--- config.mk ---
export PLATFORM = sky130hd
export DESIGN_NAME = frame_scan_controller
export DESIGN_NICKNAME = d
export VERILOG_FILES = /design/src/rtl/frame_gen_pkg.sv /design/src/rtl/raster_counter.sv /design/src/rtl/frame_scan_controller.sv
export SDC_FILE = /design/constraint.sdc
export NUM_CORES = 1
export LEC_CHECK = 0
export ABC_AREA = 1
export CAP_MARGIN = 20
export CORE_MARGIN = 2
export CORE_UTILIZATION = 40
export CTS_BUF_LIST = sky130_fd_sc_hd__clkbuf_8
export DETAILED_ROUTE_END_ITERATION = 10
export HOLD_SLACK_MARGIN = 0.06
export PLACE_DENSITY = 0.71
export SYNTH_ARGS = -nofsm -noshare
export SYNTH_HDL_FRONTEND = slang
export SYNTH_SLANG_ARGS = --single-unit
--- constraint.sdc ---
create_clock -name clk -period 1.94 [get_ports clk]
set_input_delay 0.291 -clock clk [delete_from_list [all_inputs] [get_ports clk]]
set_output_delay 0.291 -clock clk [all_outputs]
set_load 0.005 [all_outputs]
--- src/rtl/frame_gen_pkg.sv ---
// Shared definitions for the frame generator: scan FSM encoding, default
// frame geometry and the 2-bit pixel codes also used by pixel_memory.
package frame_gen_pkg;

    localparam logic [1:0] ST_IDLE  = 2'd0;
    localparam logic [1:0] ST_SCAN  = 2'd1;
    localparam logic [1:0] ST_DRAIN = 2'd2;
    localparam logic [1:0] ST_DONE  = 2'd3;

    localparam int DEF_FRAME_WIDTH  = 640;
    localparam int DEF_FRAME_HEIGHT = 480;

    localparam logic [1:0] PIX_BLACK = 2'b00;
    localparam logic [1:0] PIX_GREY  = 2'b01;
    localparam logic [1:0] PIX_WHITE = 2'b11;

    // Counter width able to hold 0..n-1, never narrower than one bit.
    function automatic int cnt_width(input int n);
        return (n > 1) ? $clog2(n) : 1;
    endfunction

endpackage

--- src/rtl/raster_counter.sv ---
// Column/row raster counter with enable and clear, flagging the first pixel,
// the last column of a line and the last pixel of a frame.
module raster_counter
    import frame_gen_pkg::*;
#(
    parameter int WIDTH  = DEF_FRAME_WIDTH,
    parameter int HEIGHT = DEF_FRAME_HEIGHT,
    parameter int COL_W  = cnt_width(WIDTH),
    parameter int ROW_W  = cnt_width(HEIGHT)
) (
    input  logic             clk_i,
    input  logic             rst_i,
    input  logic             clr_i,
    input  logic             en_i,
    output logic [COL_W-1:0] col_o,
    output logic [ROW_W-1:0] row_o,
    output logic             is_first_o,
    output logic             is_eol_o,
    output logic             is_eof_o
);

    logic [COL_W-1:0] col_q, col_d;
    logic [ROW_W-1:0] row_q, row_d;
    logic             last_row_s;

    assign is_first_o = (col_q == {COL_W{1'b0}}) && (row_q == {ROW_W{1'b0}});
    assign is_eol_o   = (col_q == COL_W'(WIDTH - 1));
    assign last_row_s = (row_q == ROW_W'(HEIGHT - 1));
    assign is_eof_o   = is_eol_o && last_row_s;
    assign col_o      = col_q;
    assign row_o      = row_q;

    // Next position: column wraps into the next row, row wraps at frame end.
    always_comb begin
        col_d = col_q;
        row_d = row_q;
        if (clr_i) begin
            col_d = {COL_W{1'b0}};
            row_d = {ROW_W{1'b0}};
        end else if (en_i) begin
            if (is_eol_o) begin
                col_d = {COL_W{1'b0}};
                if (last_row_s) begin
                    row_d = {ROW_W{1'b0}};
                end else begin
                    row_d = row_q + ROW_W'(1);
                end
            end else begin
                col_d = col_q + COL_W'(1);
                row_d = row_q;
            end
        end else begin
            col_d = col_q;
            row_d = row_q;
        end
    end

    // Position registers.
    always_ff @(posedge clk_i) begin
        if (rst_i) begin
            col_q <= {COL_W{1'b0}};
            row_q <= {ROW_W{1'b0}};
        end else begin
            col_q <= col_d;
            row_q <= row_d;
        end
    end

endmodule

--- src/rtl/frame_scan_controller.sv ---
// Raster-scan sequencer: walks pixel_memory in raster order and emits the
// pixels as a back-pressured stream with frame/line markers.
module frame_scan_controller
    import frame_gen_pkg::*;
#(
    parameter int frame_width  = DEF_FRAME_WIDTH,
    parameter int frame_height = DEF_FRAME_HEIGHT,
    parameter int FRAME_CNT_W  = 16
) (
    input  logic                   clk,
    input  logic                   rst,
    input  logic                   start,
    input  logic [FRAME_CNT_W-1:0] num_frames,
    input  logic                   stop,
    output logic [31:0]            col_addr,
    output logic [31:0]            row_addr,
    input  logic [1:0]             pix_value,
    output logic [1:0]             m_data,
    output logic                   m_valid,
    input  logic                   m_ready,
    output logic                   m_sof,
    output logic                   m_eol,
    output logic                   m_eof,
    output logic                   busy,
    output logic                   done,
    output logic [FRAME_CNT_W-1:0] frame_count
);

    localparam int COL_W = cnt_width(frame_width);
    localparam int ROW_W = cnt_width(frame_height);

    logic [1:0]             state_q, state_d;
    logic [FRAME_CNT_W-1:0] num_frames_q, num_frames_d;
    logic [FRAME_CNT_W-1:0] frame_count_q, frame_count_d;
    logic                   stop_flag_q, stop_flag_d;
    logic [1:0]             m_data_q, m_data_d;
    logic                   m_valid_q, m_valid_d;
    logic                   m_sof_q, m_sof_d;
    logic                   m_eol_q, m_eol_d;
    logic                   m_eof_q, m_eof_d;
    logic                   busy_q, busy_d;
    logic                   done_q, done_d;

    logic                   ld_s, cnt_en_s, cnt_clr_s;
    logic [COL_W-1:0]       col_s;
    logic [ROW_W-1:0]       row_s;
    logic                   is_first_s, is_eol_s, is_eof_s;

    assign ld_s      = !m_valid_q || m_ready;
    assign cnt_en_s  = (state_q == ST_SCAN) && ld_s;
    assign cnt_clr_s = (state_q != ST_SCAN);

    raster_counter #(
        .WIDTH  (frame_width),
        .HEIGHT (frame_height),
        .COL_W  (COL_W),
        .ROW_W  (ROW_W)
    ) u_raster (
        .clk_i      (clk),
        .rst_i      (rst),
        .clr_i      (cnt_clr_s),
        .en_i       (cnt_en_s),
        .col_o      (col_s),
        .row_o      (row_s),
        .is_first_o (is_first_s),
        .is_eol_o   (is_eol_s),
        .is_eof_o   (is_eof_s)
    );

    // Scan FSM, output beat register and frame accounting.
    always_comb begin
        state_d       = state_q;
        num_frames_d  = num_frames_q;
        frame_count_d = frame_count_q;
        stop_flag_d   = stop_flag_q;
        m_data_d      = m_data_q;
        m_valid_d     = m_valid_q;
        m_sof_d       = m_sof_q;
        m_eol_d       = m_eol_q;
        m_eof_d       = m_eof_q;
        case (state_q)
            ST_IDLE: begin
                m_valid_d = 1'b0;
                if (start) begin
                    state_d       = ST_SCAN;
                    num_frames_d  = num_frames;
                    frame_count_d = {FRAME_CNT_W{1'b0}};
                    stop_flag_d   = 1'b0;
                end else begin
                    state_d = ST_IDLE;
                end
            end
            ST_SCAN: begin
                stop_flag_d = stop_flag_q || stop;
                if (ld_s) begin
                    m_data_d  = pix_value;
                    m_valid_d = 1'b1;
                    m_sof_d   = is_first_s;
                    m_eol_d   = is_eol_s;
                    m_eof_d   = is_eof_s;
                    // A frame only ends on its last pixel, so stop never truncates.
                    if (is_eof_s) begin
                        frame_count_d = frame_count_q + FRAME_CNT_W'(1);
                        if (((num_frames_q != {FRAME_CNT_W{1'b0}}) &&
                             (frame_count_d == num_frames_q)) || stop_flag_d) begin
                            state_d = ST_DRAIN;
                        end else begin
                            state_d = ST_SCAN;
                        end
                    end else begin
                        state_d = ST_SCAN;
                    end
                end else begin
                    state_d = ST_SCAN;
                end
            end
            ST_DRAIN: begin
                stop_flag_d = stop_flag_q || stop;
                if (m_valid_q && m_ready) begin
                    state_d   = ST_DONE;
                    m_valid_d = 1'b0;
                end else begin
                    state_d = ST_DRAIN;
                end
            end
            ST_DONE: begin
                state_d = ST_IDLE;
            end
            default: begin
                state_d   = ST_IDLE;
                m_valid_d = 1'b0;
            end
        endcase
        busy_d = (state_d == ST_SCAN) || (state_d == ST_DRAIN);
        done_d = (state_d == ST_DONE);
    end

    // State and output registers.
    always_ff @(posedge clk) begin
        if (rst) begin
            state_q       <= ST_IDLE;
            num_frames_q  <= {FRAME_CNT_W{1'b0}};
            frame_count_q <= {FRAME_CNT_W{1'b0}};
            stop_flag_q   <= 1'b0;
            m_data_q      <= 2'b00;
            m_valid_q     <= 1'b0;
            m_sof_q       <= 1'b0;
            m_eol_q       <= 1'b0;
            m_eof_q       <= 1'b0;
            busy_q        <= 1'b0;
            done_q        <= 1'b0;
        end else begin
            state_q       <= state_d;
            num_frames_q  <= num_frames_d;
            frame_count_q <= frame_count_d;
            stop_flag_q   <= stop_flag_d;
            m_data_q      <= m_data_d;
            m_valid_q     <= m_valid_d;
            m_sof_q       <= m_sof_d;
            m_eol_q       <= m_eol_d;
            m_eof_q       <= m_eof_d;
            busy_q        <= busy_d;
            done_q        <= done_d;
        end
    end

    assign col_addr    = 32'(col_s);
    assign row_addr    = 32'(row_s);
    assign m_data      = m_data_q;
    assign m_valid     = m_valid_q;
    assign m_sof       = m_sof_q;
    assign m_eol       = m_eol_q;
    assign m_eof       = m_eof_q;
    assign busy        = busy_q;
    assign done        = done_q;
    assign frame_count = frame_count_q;

endmodule

==> Yosys cells after proc, flatten, opt, wreduce, memory -nomap -nowiden <==
Cells that the tools add are included.
{ "totals": {"reg_bits": 62, "output_inout_bits": 88} }
{ "classes": {"add_sub_neg": 3, "n_eq_ne": 14, "muxes": 17, "reduce_logical": 25} }
{ "op_table": {"columns": ["op", "count"], "rows": [
  ["16-bit 2-to-1 mux", 3],
  ["16-bit case mux with 2 select lines", 1],
  ["16-bit by 1-bit adder with 16-bit output (second input constant)", 1],
  ["16-bit equality test", 1],
  ["16-bit nonzero test", 1],
  ["10-bit by 1-bit adder with 10-bit output (second input constant)", 1],
  ["10-bit equality test (second input constant)", 1],
  ["10-bit zero test", 1],
  ["10-bit 2-to-1 mux", 1],
  ["9-bit by 1-bit adder with 9-bit output (second input constant)", 1],
  ["9-bit equality test (second input constant)", 1],
  ["9-bit zero test", 1],
  ["9-bit 2-to-1 mux", 1],
  ["2-bit equality test (second input constant)", 4],
  ["2-bit inequality test (second input constant)", 4],
  ["2-bit case mux with 4 select lines", 1],
  ["2-bit AND reduction", 4],
  ["2-bit 2-to-1 mux", 3],
  ["1-bit logical AND", 5],
  ["1-bit 2-to-1 mux", 5],
  ["2-bit by 1-bit equality test with 1-bit output (second input constant)", 2],
  ["1-bit logical OR", 4],
  ["4-bit AND reduction", 1],
  ["2-bit nonzero test", 2],
  ["8 further kinds", 9]
]} }

==> Logic depth before layout (Yosys ltp) <==
{ "depth": {"word_depth": 10, "depth_mapped": 21} }

==> Cells and area by module <==
A second synthesis with hierarchy kept.
{ "hier_totals": {"cells_unflattened": 590, "area_unflattened_um2": 3872.5} }
{ "modules_own_cells": {"columns": ["module", "instances", "cells_each", "area_per_inst_um2", "seq_area_each_um2"], "rows": [
  ["frame_scan_controller", 1, 424, 2775.2, 860.8],
  ["raster_counter", 1, 166, 1097.3, 380.4]
]} }

==> Worst setup path after synthesis <==
Ideal clock, no wire load.
{ "synth_path": {"path_kind": "register -> register", "start": "reg frame_count_q[1], in the netlist frame_count[1]", "end": "reg busy_q, in the netlist busy", "t_arrival_ns": 2.059, "required_time_ns": 1.812, "setup_slack_ns": -0.247, "path_stages_with_launch": 22, "path_cell_list": "dfxtp_1 -> ha_1 -> nand2_1 -> nor2_1 -> nand2_1 -> nand2_1 -> nand2_1 -> nand2_1 -> nand2_1 -> nor2_1 -> nand2_1 -> nor2_1 -> nand3_1 -> nand2_1 -> nand2_1 -> nand2_1 -> nand2_1 -> nand2_1 -> inv_1 -> ha_1 -> inv_1 -> nor2_1"} }
{ "synth_via": {"elab_chain_len": 10, "elab_cells_between_ends": 11, "classes_between": "1 x add/sub; 3 x eq/ne; 4 x mux; 3 x reduce/logical"} }
{ "synth_rtl": {"columns": ["element", "line", "text"], "rows": [
  ["from (decl)", "frame_scan_controller.sv:34", "logic [FRAME_CNT_W-1:0] frame_count_q, frame_count_d;"],
  ["from (signal assigned)", "frame_scan_controller.sv:143", "frame_count_q <= {FRAME_CNT_W{1'b0}};"],
  ["from (signal assigned)", "frame_scan_controller.sv:155", "frame_count_q <= frame_count_d;"],
  ["16-bit by 1-bit adder with 16-bit output (*)", "frame_scan_controller.sv:103", "frame_count_d = frame_count_q + FRAME_CNT_W'(1);"],
  ["16-bit equality test (*)", "frame_scan_controller.sv:105", "(frame_count_d == num_frames_q)) || stop_flag_d) begin"],
  ["1-bit logical AND (*)", "frame_scan_controller.sv:104", "if (((num_frames_q != {FRAME_CNT_W{1'b0}}) &&"],
  ["1-bit logical OR (*)", "frame_scan_controller.sv:105", null],
  ["2-bit 2-to-1 mux (*)", "frame_scan_controller.sv:104", null],
  ["2-bit 2-to-1 mux (*)", "frame_scan_controller.sv:102", "if (is_eof_s) begin"],
  ["2-bit 2-to-1 mux (*)", "frame_scan_controller.sv:95", "if (ld_s) begin"],
  ["2-bit case mux with 4 select lines (*)", "frame_scan_controller.sv:81", "case (state_q)"],
  ["2-bit by 1-bit equality test with 1-bit output or 2-bit equality test (tied branches)", "frame_scan_controller.sv:134", "busy_d = (state_d == ST_SCAN) || (state_d == ST_DRAIN);"],
  ["1-bit logical OR (*)", "frame_scan_controller.sv:134", null],
  ["net busy_d", "frame_scan_controller.sv:41", "logic busy_q, busy_d;"],
  ["to (signal assigned)", "frame_scan_controller.sv:162", "busy_q <= busy_d;"],
  ["to (decl)", "frame_scan_controller.sv:41", null]
]} }
Mark *: on every way through the listed nets, which the timed path passes. The rest lies on a longest branch.
A chain may end at the register's enable or synchronous reset.

==> Worst setup path in the final report <==
{ "layout_path": {"start": "reg frame_count_q[2], in the netlist frame_count[2]", "end": "reg busy_q, in the netlist busy"} }
Same word-level chain as after synthesis.

==> key figures <==
Drt
  – Routed wire length: 11.0 mm
  – Vias per inst: 4.88
  – Drt wl/cell: 13.5 microns
  – Detailed Routing Iterations Pass 1: 5
  – Routed Antenna Nets: 0
  – DRC Markers: 0
  – Iteration-0 DRC Markers: 157
  – Vias: 3974

Yosys
  – Synth Area in Adders: 3.07%
  – Syn_area_per_cell: 6.83 sq um
  – Compound-gate portion of the synthesized area: 11.3%
  – Post-Synth Simple-Gate Area: 32.2%
  – Asr flop ratio synth: 0%
  – Area leader, netlist: dfxtp_1
  – Most numerous cell in the Yosys netlist: nand2_1
  – Post-synth cell types: 35
  – Share of the synthesized area in the top cell type: 33.9%
  – Synthesis-stage register bit count: 62
  – Synth warn: 0
  – XOR/XNOR share of the synthesized area: 3.21%
  – Largest family of logic cells by synthesized area: simple AND/OR/NAND/NOR gates
  – Largest cells by area after synthesis: dfxtp_1, nand2_1, buf_4, nor2_1, a21oi_1
  – Synth cell count leaders: nand2_1, nor2_1, dfxtp_1, inv_1
  – Post-synthesis sequential area ratio: 33.9%
  – Mapped Cells: 537
  – Post-synth top flop: dfxtp_1
  – Post-synth EDFFs: 0
  – Mux cell area share after synthesis: 0%
  – Cell Area, Synth: 3670 sq um

Clocking
  – Root Driver: clkbuf_8
  – Clk pin slew, worst setup/hold paths: 0.07 ns
  – Htree depth: 3
  – Bufs on Longest Clock Path: 2
  – Inserted Clock Buffers: 9
  – # hold bufs at CTS: 0
  – CTS tree: built
  – CTS sink count: 62
  – Skew-Pair Late Insertion Delay: 0.35 ns

Placement
  – Dpl cells: 787
  – DP Worst Slack: -0.297 ns
  – GPL Wtd Cong: 0.898
  – # port buffers: 65
  – Post-DP HPWL: 7.93 mm

Timing
  – Final hold violations: 0
  – Setup WS post-layout: -0.281 ns
  – Fmax: 450 MHz
  – Slew Limit Fails: 0
  – Final setup viols: 3
  – Crit path time final: 2.22 ns
  – Tightest Pin Transition: 0.526 ns
  – RSZ-0062 raised after global routing: yes
  – Max-slew headroom: 64.9%
  – Fin crit share: 114%
  – Clock Skew: 0.00997 ns

Floorplan
  – Cell row count: 34
  – Area of the die: 9950 sq um
  – Top Ports: 111
  – Die Y: 99.7 microns
  – Die span in x: 99.7 microns
  – Initial Util: 41.6%
  – Core Box Area: 8810 sq um

Pwr
  – PwrDens: 649 nW/um^2
  – Worst vdd ir: 0.418 mV
  – Leakage: 2.42 nW

Run status
  – Failing checks: negative setup slack
  – Status: finished, violations left

Global route
  – Largest net degree at the start of global routing: 27
  – Grt ovf: 0
  – Vias in the first global route: 3724
  – All-Layer GR Usage: 21.3%
  – Grt met3 use: 3.72%
  – Antenna violations before repair: 0
  – Grt met2 use: 38.3%
  – Top Usage Layer GRT: met2
  – First-pass GRT wire length: 16.9 mm
  – GRT met1 Usage: 24.5%

Setup path
  – Reg-to-Reg End: busy
  – CP endpoint kind: register
  – R2r startpoint: frame_count[2]
  – Startpoint Class: register
  – WS Path Type: reg -> reg
  – Flop2flop setup slack: -0.28 ns
  – Crit Path Max Fanout: 5
  – CP max-delay cell: dfxtp_4
  – CP Data Required Time: 2.18 ns
  – CP peak stage delay: 0.37 ns
  – Most Frequent Cell on Critical Path: nand2_1
  – CP cell instances: nand2_2, nor2_4, buf_6, nand4_1, nand2_1, nand2_1, nand2_1, nand2_1, nor2_1, nand3_1, nand2_1, nand2_1, nand2_1, nand2_1, nand2_1, inv_1, ha_1, inv_1, nor2_1
  – Reg2reg path depth: 19
  – Critical Path AT: 2.46 ns

Cells and area
  – Ant. Diodes: 0
  – Area of the multi-input gates: 2220 sq um
  – Fin util: 62.1%
  – Filler Cell Count: 772
  – Layout area overhead: 49.1%
  – Layout cell share with drive strength beyond 1: 27.0%
  – Non-Filler Instances: 815
  – FF+latch area: 1260 sq um
  – Post-layout net count: 734

Worst hold path
  – Min-Delay Endpoint: num_frames_q[0]
  – Hold path depth: 2
  – Min-delay src: num_frames_q[0]
  – Hold/Removal Path Class: reg -> reg

Run
  – Max cap viols: 0
==> worst max-delay path by stage <==
stage,end,start
final,busy,frame_count[2]
after global routing,busy,frame_count[0]
after CTS,busy,frame_count[0]
after detailed placement,busy,frame_count[1]
after global placement,busy,frame_count[1]
after floorplan,busy,frame_count[1]
==> cell type report <==
class / count / area share, %
clock inverter: 7 / 1.65
sequential: 62 / 23.1
timing repair buffer: 163 / 25.7
tap: 108 / 2.47
multi-input combinational: 407 / 40.7
inverter: 59 / 4.05
clock buffer: 9 / 2.27
==> per-stage QoR <==
step	cell area, sq um	hold WS, ns	total power (W)	setup TNS [ns]
CTS	5220	0.491	0.00352	-0.417
detailed placement	4950	0.477	0.00227	-1.78
floorplan	3880	0.426	0.00192	-0.0566
global route	5470	0.522	0.00373	-3.78
finish	5470	0.492	0.00355	-0.480
global placement	4950	0.470	0.00225	-1.29
==> where the power goes <==
part	total, W	internal, W	switching, W	leakage (nW)
clock	0.00125	0.000716	0.000533	0.110
sequential	0.00145	0.00136	0.0000840	0.514
combinational	0.000855	0.000435	0.000420	1.79
total	0.00355	0.00251	0.00104	2.42
==> cells by family (layout without fill, tap and decap cells) <==
family / Yosys count / after routing
AO/OA/AOI/OAI: 78 / 78
XOR/XNOR: 10 / 10
adder cells (fa/ha/maj): 9 / 9
buffers and inverters: 112 / 238
flip-flops: 62 / 62
other: 1 / 45
AND/OR/NAND/NOR: 265 / 265
==> sequential cells by signal, indices dropped and copies added, names as in the netlist, 2 cells and up <==
register / count
frame_count: 16
num_frames_q: 16
u_raster.col_o: 10
u_raster.row_o: 9
m_data: 2
state_q: 2
==> worst max-delay path, delay by kind of cell (launching register included) <==
kind / cells / cell delay (ns)
and+or+nand+nor: 15 / 1.26
DFF: 1 / 0.37
adders and majority gates: 1 / 0.26
buffers and inverters: 3 / 0.23
==> metal layers <==
metal  up-vias  part of all wire, %  wire (microns)
li1       1980                    -               -
met1      1831                   41            4480
met2       136                   52            5660
met3        27                  5.4             596
met4         0                  2.2             240
met5         -                    0               0
==> layout by cell type (no fill, tap or decap), drive strengths merged <==
cell type and instances:
nand3b 6, a21oi 45, nand2 105, xor2 4, nor3 13, clkdlybuf4s50 65
a2111oi 1, a31oi 2, nand3 36, conb 45, o211a 1, a211oi 1
xor3 2, nor3b 1, nor2 89, o21ai 27, bufinv 2, o21bai 1
inv 57, buf 98, clkbuf 9, or2 1, dfxtp 62, ha 9
clkinv 6, nand4 11, xnor2 4, nor4 3, clkinvlp 1
==> timing repair <==
action	CTS	global route
cloned	0	0
gates resized for setup	7	53
pin swaps	6	19
endpoints found under the setup margin	3	26
buffers inserted	3	9
Note: power is estimated with default switching activity, not from simulation.
